<file path="config.mk">
export PLATFORM = sky130hd
export DESIGN_NAME = ddr_port_arbiter
export DESIGN_NICKNAME = d
export VERILOG_FILES = /design/src/rtl/ddr_pkg.sv /design/src/rtl/ddr_rr_arbiter.sv /design/src/rtl/ddr_port_arbiter.sv
export SDC_FILE = /design/constraint.sdc
export NUM_CORES = 1
export LEC_CHECK = 0
export CAP_MARGIN = 20
export CORE_AREA = 2 2 145 147
export DETAILED_ROUTE_END_ITERATION = 10
export DIE_AREA = 0 0 147 149
export PLACE_DENSITY = 0.71
export SETUP_SLACK_MARGIN = 0.5
export SYNTH_ARGS = -nofsm -noshare
export SYNTH_HDL_FRONTEND = slang
export SYNTH_HIERARCHICAL = 1
export SYNTH_SLANG_ARGS = --single-unit
</file>
<file path="constraint.sdc">
create_clock -name clk133_p -period 3.3 [get_ports clk133_p]
set_input_delay 0.33 -clock clk133_p [delete_from_list [all_inputs] [get_ports clk133_p]]
set_output_delay 0.33 -clock clk133_p [all_outputs]
set_load 0.1 [all_outputs]
</file>
<file path="src/rtl/ddr_pkg.sv">
// Shared definitions for the Ddr port arbiter: path state encodings, arbitration
// modes and the channel-count to index-width helper.
package ddr_pkg;

    typedef enum logic [1:0] {
        ST_IDLE  = 2'd0,
        ST_ISSUE = 2'd1,
        ST_DONE  = 2'd2
    } path_state_e;

    localparam int PRIO_ROUND_ROBIN = 0;
    localparam int PRIO_FIXED       = 1;

    // A single client still carries a 1-bit index so the datapath keeps one shape.
    function automatic int idx_width(input int channels);
        return (channels <= 1) ? 1 : $clog2(channels);
    endfunction

endpackage

</file>
<file path="src/rtl/ddr_rr_arbiter.sv">
// Combinational winner selection: round-robin from a pointer, or fixed priority
// with the lowest index highest. Produces a one-hot grant and its index.
module ddr_rr_arbiter
    import ddr_pkg::*;
#(
    parameter int CHANNELS      = 4,
    parameter int PRIORITY_MODE = 0,
    localparam int IW           = idx_width(CHANNELS)
) (
    input  logic [CHANNELS-1:0] req,
    input  logic [IW-1:0]       ptr,
    output logic [CHANNELS-1:0] grant,
    output logic [IW-1:0]       idx,
    output logic                valid
);

    localparam int SW = IW + 1;
    localparam logic [SW-1:0] CH_V = SW'(CHANNELS);

    logic [IW-1:0]         ptr_eff;
    logic [2*CHANNELS-1:0] rot;
    logic [IW-1:0]         offs;
    logic [SW-1:0]         sum;

    // Rotate the requests so the pointer position lands at bit 0, then take the
    // lowest set bit and rotate the offset back into a client index.
    always_comb begin
        ptr_eff = (PRIORITY_MODE == PRIO_FIXED) ? '0 : ptr;
        rot     = {req, req} >> ptr_eff;
        offs    = '0;
        valid   = 1'b0;
        for (int k = CHANNELS - 1; k >= 0; k--) begin
            if (rot[k]) begin
                offs  = IW'(k);
                valid = 1'b1;
            end
        end
        sum = {1'b0, offs} + {1'b0, ptr_eff};
        if (sum >= CH_V) begin
            sum = sum - CH_V;
        end
        idx   = sum[IW-1:0];
        grant = '0;
        for (int k = 0; k < CHANNELS; k++) begin
            grant[k] = valid && (idx == IW'(k));
        end
    end

endmodule

</file>
<file path="src/rtl/ddr_port_arbiter.sv">
// Multi-client front end for the Ddr core: independent read and write arbitration,
// one outstanding transaction per path, sticky per-path ISSUE timeout flags.
module ddr_port_arbiter
    import ddr_pkg::*;
#(
    parameter int CHANNELS      = 4,
    parameter int ADDR_WIDTH    = 24,
    parameter int DATA_WIDTH    = 16,
    parameter int PRIORITY_MODE = 0,
    parameter int TIMEOUT       = 1024
) (
    input  logic                           clk133_p,
    input  logic                           rst,
    input  logic [CHANNELS-1:0]            chRead,
    input  logic [CHANNELS*ADDR_WIDTH-1:0] chReadAddress,
    output logic [CHANNELS-1:0]            chReadAck,
    output logic [DATA_WIDTH-1:0]          chReadData,
    input  logic [CHANNELS-1:0]            chWrite,
    input  logic [CHANNELS*ADDR_WIDTH-1:0] chWriteAddress,
    input  logic [CHANNELS*DATA_WIDTH-1:0] chWriteData,
    output logic [CHANNELS-1:0]            chWriteAck,
    output logic                           read,
    output logic [ADDR_WIDTH-1:0]          readAddress,
    input  logic                           readAcknowledge,
    input  logic [DATA_WIDTH-1:0]          readData,
    output logic                           write,
    output logic [ADDR_WIDTH-1:0]          writeAddress,
    output logic [DATA_WIDTH-1:0]          writeData,
    input  logic                           writeAcknowledge,
    output logic [1:0]                     timeoutError
);

    localparam int IW = idx_width(CHANNELS);
    localparam int TW = (TIMEOUT < 1) ? 1 : $clog2(TIMEOUT + 1);
    localparam logic [TW-1:0] TMAX = TW'(TIMEOUT);

    function automatic logic [IW-1:0] next_ptr(input logic [IW-1:0] i);
        return (i == IW'(CHANNELS - 1)) ? '0 : i + 1'b1;
    endfunction

    function automatic logic [CHANNELS-1:0] onehot(input logic [IW-1:0] i);
        logic [CHANNELS-1:0] v;
        for (int k = 0; k < CHANNELS; k++) begin
            v[k] = (i == IW'(k));
        end
        return v;
    endfunction

    path_state_e           rd_st_q, rd_st_d, wr_st_q, wr_st_d;
    logic [IW-1:0]         rd_idx_q, rd_idx_d, wr_idx_q, wr_idx_d;
    logic [IW-1:0]         rd_ptr_q, rd_ptr_d, wr_ptr_q, wr_ptr_d;
    logic                  read_q, read_d, write_q, write_d;
    logic [ADDR_WIDTH-1:0] rd_addr_q, rd_addr_d, wr_addr_q, wr_addr_d;
    logic [DATA_WIDTH-1:0] rd_data_q, rd_data_d, wr_data_q, wr_data_d;
    logic [CHANNELS-1:0]   rd_ack_q, rd_ack_d, wr_ack_q, wr_ack_d;
    logic [TW-1:0]         rd_tmr_q, rd_tmr_d, wr_tmr_q, wr_tmr_d;
    logic                  rd_err_q, rd_err_d, wr_err_q, wr_err_d;

    logic [CHANNELS-1:0]   rd_grant, wr_grant;
    logic [IW-1:0]         rd_win, wr_win;
    logic                  rd_any, wr_any;
    logic [ADDR_WIDTH-1:0] rd_win_addr, wr_win_addr;
    logic [DATA_WIDTH-1:0] wr_win_data;

    ddr_rr_arbiter #(.CHANNELS(CHANNELS), .PRIORITY_MODE(PRIORITY_MODE)) u_rd_arb (
        .req(chRead), .ptr(rd_ptr_q), .grant(rd_grant), .idx(rd_win), .valid(rd_any)
    );

    ddr_rr_arbiter #(.CHANNELS(CHANNELS), .PRIORITY_MODE(PRIORITY_MODE)) u_wr_arb (
        .req(chWrite), .ptr(wr_ptr_q), .grant(wr_grant), .idx(wr_win), .valid(wr_any)
    );

    always_comb begin
        rd_win_addr = '0;
        wr_win_addr = '0;
        wr_win_data = '0;
        for (int k = 0; k < CHANNELS; k++) begin
            if (rd_grant[k]) rd_win_addr = chReadAddress[k*ADDR_WIDTH +: ADDR_WIDTH];
            if (wr_grant[k]) wr_win_addr = chWriteAddress[k*ADDR_WIDTH +: ADDR_WIDTH];
            if (wr_grant[k]) wr_win_data = chWriteData[k*DATA_WIDTH +: DATA_WIDTH];
        end
    end

    // Read path. The ISSUE timer falls back to zero in every other state.
    always_comb begin
        rd_st_d   = rd_st_q;
        rd_idx_d  = rd_idx_q;
        rd_ptr_d  = rd_ptr_q;
        read_d    = read_q;
        rd_addr_d = rd_addr_q;
        rd_data_d = rd_data_q;
        rd_ack_d  = '0;
        rd_tmr_d  = '0;
        rd_err_d  = rd_err_q;
        case (rd_st_q)
            ST_IDLE: if (rd_any) begin
                rd_st_d   = ST_ISSUE;
                rd_idx_d  = rd_win;
                rd_addr_d = rd_win_addr;
                read_d    = 1'b1;
                if (PRIORITY_MODE == PRIO_ROUND_ROBIN) rd_ptr_d = next_ptr(rd_win);
            end
            ST_ISSUE: if (readAcknowledge) begin
                rd_st_d   = ST_DONE;
                read_d    = 1'b0;
                rd_ack_d  = onehot(rd_idx_q);
                rd_data_d = readData;
            end else begin
                rd_tmr_d = (rd_tmr_q == TMAX) ? rd_tmr_q : rd_tmr_q + 1'b1;
                if (TIMEOUT != 0 && rd_tmr_d == TMAX) rd_err_d = 1'b1;
            end
            default: rd_st_d = ST_IDLE;
        endcase
    end

    always_comb begin
        wr_st_d   = wr_st_q;
        wr_idx_d  = wr_idx_q;
        wr_ptr_d  = wr_ptr_q;
        write_d   = write_q;
        wr_addr_d = wr_addr_q;
        wr_data_d = wr_data_q;
        wr_ack_d  = '0;
        wr_tmr_d  = '0;
        wr_err_d  = wr_err_q;
        case (wr_st_q)
            ST_IDLE: if (wr_any) begin
                wr_st_d   = ST_ISSUE;
                wr_idx_d  = wr_win;
                wr_addr_d = wr_win_addr;
                wr_data_d = wr_win_data;
                write_d   = 1'b1;
                if (PRIORITY_MODE == PRIO_ROUND_ROBIN) wr_ptr_d = next_ptr(wr_win);
            end
            ST_ISSUE: if (writeAcknowledge) begin
                wr_st_d  = ST_DONE;
                write_d  = 1'b0;
                wr_ack_d = onehot(wr_idx_q);
            end else begin
                wr_tmr_d = (wr_tmr_q == TMAX) ? wr_tmr_q : wr_tmr_q + 1'b1;
                if (TIMEOUT != 0 && wr_tmr_d == TMAX) wr_err_d = 1'b1;
            end
            default: wr_st_d = ST_IDLE;
        endcase
    end

    always_ff @(posedge clk133_p or negedge rst) begin
        if (!rst) begin
            rd_st_q   <= ST_IDLE;
            wr_st_q   <= ST_IDLE;
            rd_idx_q  <= '0;
            wr_idx_q  <= '0;
            rd_ptr_q  <= '0;
            wr_ptr_q  <= '0;
            read_q    <= 1'b0;
            write_q   <= 1'b0;
            rd_addr_q <= '0;
            wr_addr_q <= '0;
            rd_data_q <= '0;
            wr_data_q <= '0;
            rd_ack_q  <= '0;
            wr_ack_q  <= '0;
            rd_tmr_q  <= '0;
            wr_tmr_q  <= '0;
            rd_err_q  <= 1'b0;
            wr_err_q  <= 1'b0;
        end else begin
            rd_st_q   <= rd_st_d;
            wr_st_q   <= wr_st_d;
            rd_idx_q  <= rd_idx_d;
            wr_idx_q  <= wr_idx_d;
            rd_ptr_q  <= rd_ptr_d;
            wr_ptr_q  <= wr_ptr_d;
            read_q    <= read_d;
            write_q   <= write_d;
            rd_addr_q <= rd_addr_d;
            wr_addr_q <= wr_addr_d;
            rd_data_q <= rd_data_d;
            wr_data_q <= wr_data_d;
            rd_ack_q  <= rd_ack_d;
            wr_ack_q  <= wr_ack_d;
            rd_tmr_q  <= rd_tmr_d;
            wr_tmr_q  <= wr_tmr_d;
            rd_err_q  <= rd_err_d;
            wr_err_q  <= wr_err_d;
        end
    end

    assign read         = read_q;
    assign readAddress  = rd_addr_q;
    assign chReadAck    = rd_ack_q;
    assign chReadData   = rd_data_q;
    assign write        = write_q;
    assign writeAddress = wr_addr_q;
    assign writeData    = wr_data_q;
    assign chWriteAck   = wr_ack_q;
    assign timeoutError = {wr_err_q, rd_err_q};

endmodule
</file>
== Yosys cells after proc, flatten, opt, wreduce, memory -nomap -nowiden ==
Index checks and enable logic that the tools add are counted.
Storage, ports and cells
  output and inout bits: 92
  bits in registers: 126
  word-level logic and storage cells: 133
  bits of input ports: 284
Cells by class
  equality and inequality tests: 22
  magnitude comparators: 2
  reduce and logical (&&, ||, !) cells: 25
  bitwise gates (word level): 2
  shift operators: 2
  add/sub/neg operators: 8
  multiplexer cells: 54
Operator list (number)
  24-bit two-way mux: 8
  11-bit two-way mux: 6
  16-bit two-way mux: 4
  11-bit equality test, second input constant: 4
  2-bit two-way mux: 16
  11-bit by 1-bit adder with 11-bit output, second input constant: 2
  2-bit equality test, second input constant: 8
  4-bit two-way mux: 4
  8-bit by 2-bit >> shifter with 4-bit output: 2
  2-bit by 1-bit equality test with 1-bit output, second input constant: 6
  2-bit logical NOT: 6
  1-bit two-way mux: 12
  3-bit AND reduction: 4
  2-bit AND reduction: 5
  1-bit logical AND: 8
  2-bit case mux with 2 select lines: 2
  2-bit by 2-bit adder with 3-bit output: 2
  3-bit >= comparator, second input constant: 2
  2-bit inequality test, second input constant: 3
  2-bit by 1-bit adder with 2-bit output, second input constant: 2
  1-bit case mux with 2 select lines: 2
  2-bit nonzero test: 2
  2-bit by 1-bit subtractor with 2-bit output, second input constant: 2
  2-bit by 1-bit inequality test with 1-bit output, second input constant: 1
  1-bit NOT: 2

== Depth between registers and ports, before layout ==
Gate-level depths: netlist of run 1.
  depth in word-level cells: 14
  mapped depth: 17
  mapped depth without buffers: 13

== Modules after synthesis ==
The synthesis of run 1 kept the hierarchy.
Modules (own cells, without submodules)
  ddr_port_arbiter: area each 6817.8 um^2, cells each 805, times used 1, seq. area each 3153.0 um^2
  ddr_rr_arbiter: area each 261.5 um^2, cells each 38, times used 2, seq. area each 0.0 um^2

== Worst setup path before layout of run 1 ==
No wires, ideal clock.
  path type: flip-flop to flip-flop
  from: register wr_ptr_q[1]
  to: register wr_data_q[12] (netlist: writeData[12])
  cell stages (with the launch flop): 18
  data required time: 3.164 ns
  arrival: 2.737 ns
  path buffers: 4
  clock period less this slack: 2.874 ns
  setup time: 0.136 ns
  path slack: 0.426 ns
  path through: dfrtp_1 > buf_2 > nand2b_1 > a21oi_1 > o211ai_1 > o31a_1 > ha_1 > nor2b_1 > nand2_1 > mux2i_1 > clkbuf_1 > nor2b_1 > buf_2 > buf_2 > a221oi_1 > nor3_1 > a21oi_1 > o21ai_0
On the way
  elaborated cells on any way between the ends: 26
  classes of those cells: 2 x add/sub; 1 x order compare; 3 x eq/ne; 1 x shift; 13 x mux; 6 x reduce/logical
RTL lines
  start, declared: RTL line ddr_port_arbiter.sv:51  | logic [IW-1:0] rd_ptr_q, rd_ptr_d, wr_ptr_q, wr_ptr_d;
  start signal, assigned: RTL line ddr_port_arbiter.sv:173  | wr_ptr_q <= wr_ptr_d;
  8-bit by 2-bit >> shifter with 4-bit output: RTL line ddr_rr_arbiter.sv:29  | rot = {req, req} >> ptr_eff;
  2-bit two-way mux (4 in series): RTL line ddr_rr_arbiter.sv:33  | if (rot[k]) begin
  2-bit by 2-bit adder with 3-bit output *: RTL line ddr_rr_arbiter.sv:38  | sum = {1'b0, offs} + {1'b0, ptr_eff};
  3-bit >= comparator or 2-bit by 1-bit subtractor with 2-bit output (tied branches): RTL line ddr_rr_arbiter.sv:39, ddr_rr_arbiter.sv:40
  2-bit two-way mux *: RTL line ddr_rr_arbiter.sv:39  | if (sum >= CH_V) begin
  named net wr_win[0]: RTL line ddr_port_arbiter.sv:60  | logic [IW-1:0] rd_win, wr_win;
  2-bit by 1-bit equality test with 1-bit output *: RTL line ddr_rr_arbiter.sv:45  | grant[k] = valid && (idx == IW'(k));
  1-bit logical AND *: RTL line ddr_rr_arbiter.sv:45
  named net wr_grant[1]: RTL line ddr_port_arbiter.sv:59  | logic [CHANNELS-1:0] rd_grant, wr_grant;
  16-bit two-way mux * (3 in series): RTL line ddr_port_arbiter.sv:80  | if (wr_grant[k]) wr_win_data = chWriteData[k*DATA_WIDTH +: DATA_WIDTH];
  end signal, assigned: RTL line ddr_port_arbiter.sv:179  | wr_data_q <= wr_data_d;
  end, declared: RTL line ddr_port_arbiter.sv:54  | logic [DATA_WIDTH-1:0] rd_data_q, rd_data_d, wr_data_q, wr_data_d;
Mark *: on every way through the listed nets, which the timed path passes. The rest lies on a longest branch.
A chain may end at the register's enable or synchronous reset.

== Worst setup path in the final report of run 1 ==
  from: register wr_ptr_q[1]
  to: register wr_data_q[4] (netlist: writeData[4])
The elaborated chain is that of the path after synthesis.

==> flow_summary.json, run 1 <==
{
  "worstSkewPairLatency_ps": 410,
  "layout.nets": 1589,
  "initialDrtViolationCount": 363,
  "fin_worst_hold_slack_ps": 0.358,
  "antenna_found_initial": 0,
  "syn2layout_area_growth_pct": 82.1,
  "drc": 0,
  "synth_edf_count": 0,
  "cap_violations": 0,
  "synthFlopType": "dfrtp_1",
  "die_h_microns": 149,
  "cp_max_fo": 5,
  "clock_path_buffers": 2,
  "drive_above_1_share_pct": 17.6,
  "grt_pass1_wl_microns": 41100,
  "synth-compound-area-share_pct": 20.2,
  "mostFrequentLayoutCells": "clkdlybuf4s50_1, nand2_1, dfrtp_1",
  "startpoint": "wr_ptr_q[1]",
  "synth_cell_types": 55,
  "period_minus_slack_ps": 2850,
  "cts_tree": "yes",
  "grt_pass1_vias": 7849,
  "critical_path_arrival_ps": 3120,
  "ioPinCount": 376,
  "avgSynthCellArea_sq_um": 8.33,
  "setup_violations": 0,
  "crit_type": "flip-flop to flip-flop",
  "reg2reg_depth": 15,
  "yosys-mux-area-fraction_pct": 1.52,
  "netlist_top_cells_area": "dfrtp_1, nand2_1, a221oi_1",
  "maxSlewHeadroom_pct": 27.0,
  "yosysWarningCount": 6,
  "async_flop_share_pct": 100,
  "place.port_buffers": 375,
  "via_count": 8221,
  "placed_area_sq_mm": 0.0118,
  "synth-simple-area-share_pct": 25.6,
  "ys_ff_latch": 126,
  "drt_wl_total_microns": 29000,
  "finalCoreUtilization_pct": 65.0,
  "fillCellCount": 1761,
  "slew_violations": 0,
  "status": "finished clean",
  "yosysTopAreaCell": "dfrtp_1",
  "worst_pin_slew_ps": 1090,
  "wl_per_cell_microns": 18.3,
  "numCtsBuffers": 17,
  "required_ps": 3570,
  "finalClockSkew_ps": 10.1,
  "grt_start_max_net_pins": 103,
  "min_path_type": "primary input to async pin",
  "syn_nets": 1173,
  "fp.dieArea_sq_mm": 0.0219,
  "ctsHtreeMaxLevel": 4,
  "vias_per_cell": 5.19,
  "rsz0062_at_grt": "yes",
  "r2r-start": "wr_ptr_q[1]",
  "place_congestion": 0.879,
  "firstDrtPassIters": 5,
  "synth_cells": 881,
  "cts_root_buffer": "clkbuf_16",
  "tns_ps": 0,
  "grt_use_total_pct": 23.9,
  "synthAdderAreaFrac_pct": 1.36,
  "postRouteAntennaNets": 0,
  "synth_top_family_by_area": "simple AND/OR/NAND/NOR gates",
  "period_share_pct": 86.2,
  "synth_top_area_share_pct": 43.0,
  "hold_viol": 0,
  "num_antenna_cells": 0,
  "synth_area_sq_mm": 0.00734,
  "worstSetupStartpointType": "flip-flop",
  "core_region_area_sq_mm": 0.0206,
  "final_common_cell": "clkdlybuf4s50_1",
  "die_w_microns": 147,
  "start_util_pct": 35.7,
  "final_area_sq_mm": 0.0134,
  "clkTransAtPathRegs_ps": 60,
  "ys_seq_area_share_pct": 43.0,
  "synthXorXnorAreaFrac_pct": 3.22,
  "core.rowCount": 53,
  "grt_overflow": 0,
  "hpwl_microns": 20200,
  "cts_num_sinks": 126,
  "end_kind": "flip-flop",
  "clock.fmax_mhz": 351
}
[through the flow]
step | setup WS [ps] | instances
detailed placement | -85.2 | 1520
global placement | 27.7 | 1520
floorplan | 502 | 881
finish | 454 | 1585
global route | 313 | 1585
CTS | 488 | 1561
[synthesized netlist by cell type, drive strengths merged (3+ instances only)]
cell type and instances:
and3 7, inv 19, dfrtp 126, mux2i 10
nand2 164, nor2 37, xnor2 19, a2111oi 3
nand2b 6, nor3 67, nand3b 7, o211ai 5
buf 13, o21a 3, o21ai 66, clkbuf 58
o31ai 4, nand3 8, nand4 4, nor4 6
a21oi 74, xor2 8, nor2b 68, ha 8
a221oi 61
[area by class of cell]
type	count	area (sq um)	area share, %
Clock inverter	10	113	0.842
Tap cell	275	344	2.57
Sequential cell	126	3160	23.6
Clock buffer	22	464	3.47
Inverter	20	75.1	0.562
Multi-Input combinational cell	664	4410	33.0
Timing Repair Buffer	468	4810	36.0
[state kept, by name (all words and copies together) (netlist names), 4 cells and up]
| register | count |
|---|---|
| chWriteAck | 4 |
| writeData | 16 |
| rd_tmr_q | 11 |
| chReadAck | 4 |
| wr_tmr_q | 11 |
| chReadData | 16 |
| readAddress | 24 |
| writeAddress | 24 |
[cells by family after synthesis]
family / Yosys count
and+or+nand+nor: 388
buffers and inverters: 91
AOI/OAI and AO/OA: 230
xor gates and xnor gates: 27
DFF: 126
muxes: 11
adders and majority gates: 8
[timing repair]
action | 4_1_cts | 5_1_grt
cloned | 1 | 9
pin swaps | 2 | 31
setup endpoints to repair | 64 | 64
hold buffers | 0 | 0
gates resized for setup | 14 | 122
buffers inserted | 8 | 15
[critical path, cell delays in order (launching register included)]
cell and delay [ps]:
dfrtp_2 440, nand2b_4 160, a21oi_2 150, o211ai_1 110, o31a_1 160, ha_4 300
nor2b_4 160, nand2_2 90, mux2i_4 200, nor2b_4 90, buf_4 140, buf_4 140
a221oi_1 250, nor3_1 70, a21oi_1 150, o21ai_0 90
[final timing paths]
check	to	slack, ps
max reg2reg	writeData[4]	450
min in group clk133_p	chReadData[7]	450
max	writeData[4]	450
min reg2reg	chReadData[8]	470
max in group asynchronous	writeAddress[2]	2470
min	readAddress[17]	0.4
[routing by layer]
metal  GRT usage [%]  up-vias  wire length, microns
met5               0        -                     0
met4            10.4        0                  1080
met3            5.32       61                  1660
met2            40.0      305                 14300
met1            29.8     3904                 12000
li1                -     3951                     -
Power of run 1 is left out: the tool's default activity adds up to more than one toggle a clock period on the data nets, which glitch-free logic cannot reach.
==> inputs of run 2 (changes only) <==
--- a/config.mk
+++ b/config.mk
@@ -11,6 +11,7 @@
 export DIE_AREA = 0 0 147 149
 export PLACE_DENSITY = 0.71
 export SETUP_SLACK_MARGIN = 0.5
+export SLEW_MARGIN = 15
 export SYNTH_ARGS = -nofsm -noshare
 export SYNTH_HDL_FRONTEND = slang
 export SYNTH_HIERARCHICAL = 1
==> results of run 2 <==
Same layout as run 1: the final DEF is identical, and so are final timing and power.
Power of run 2 is left out for the same reason.
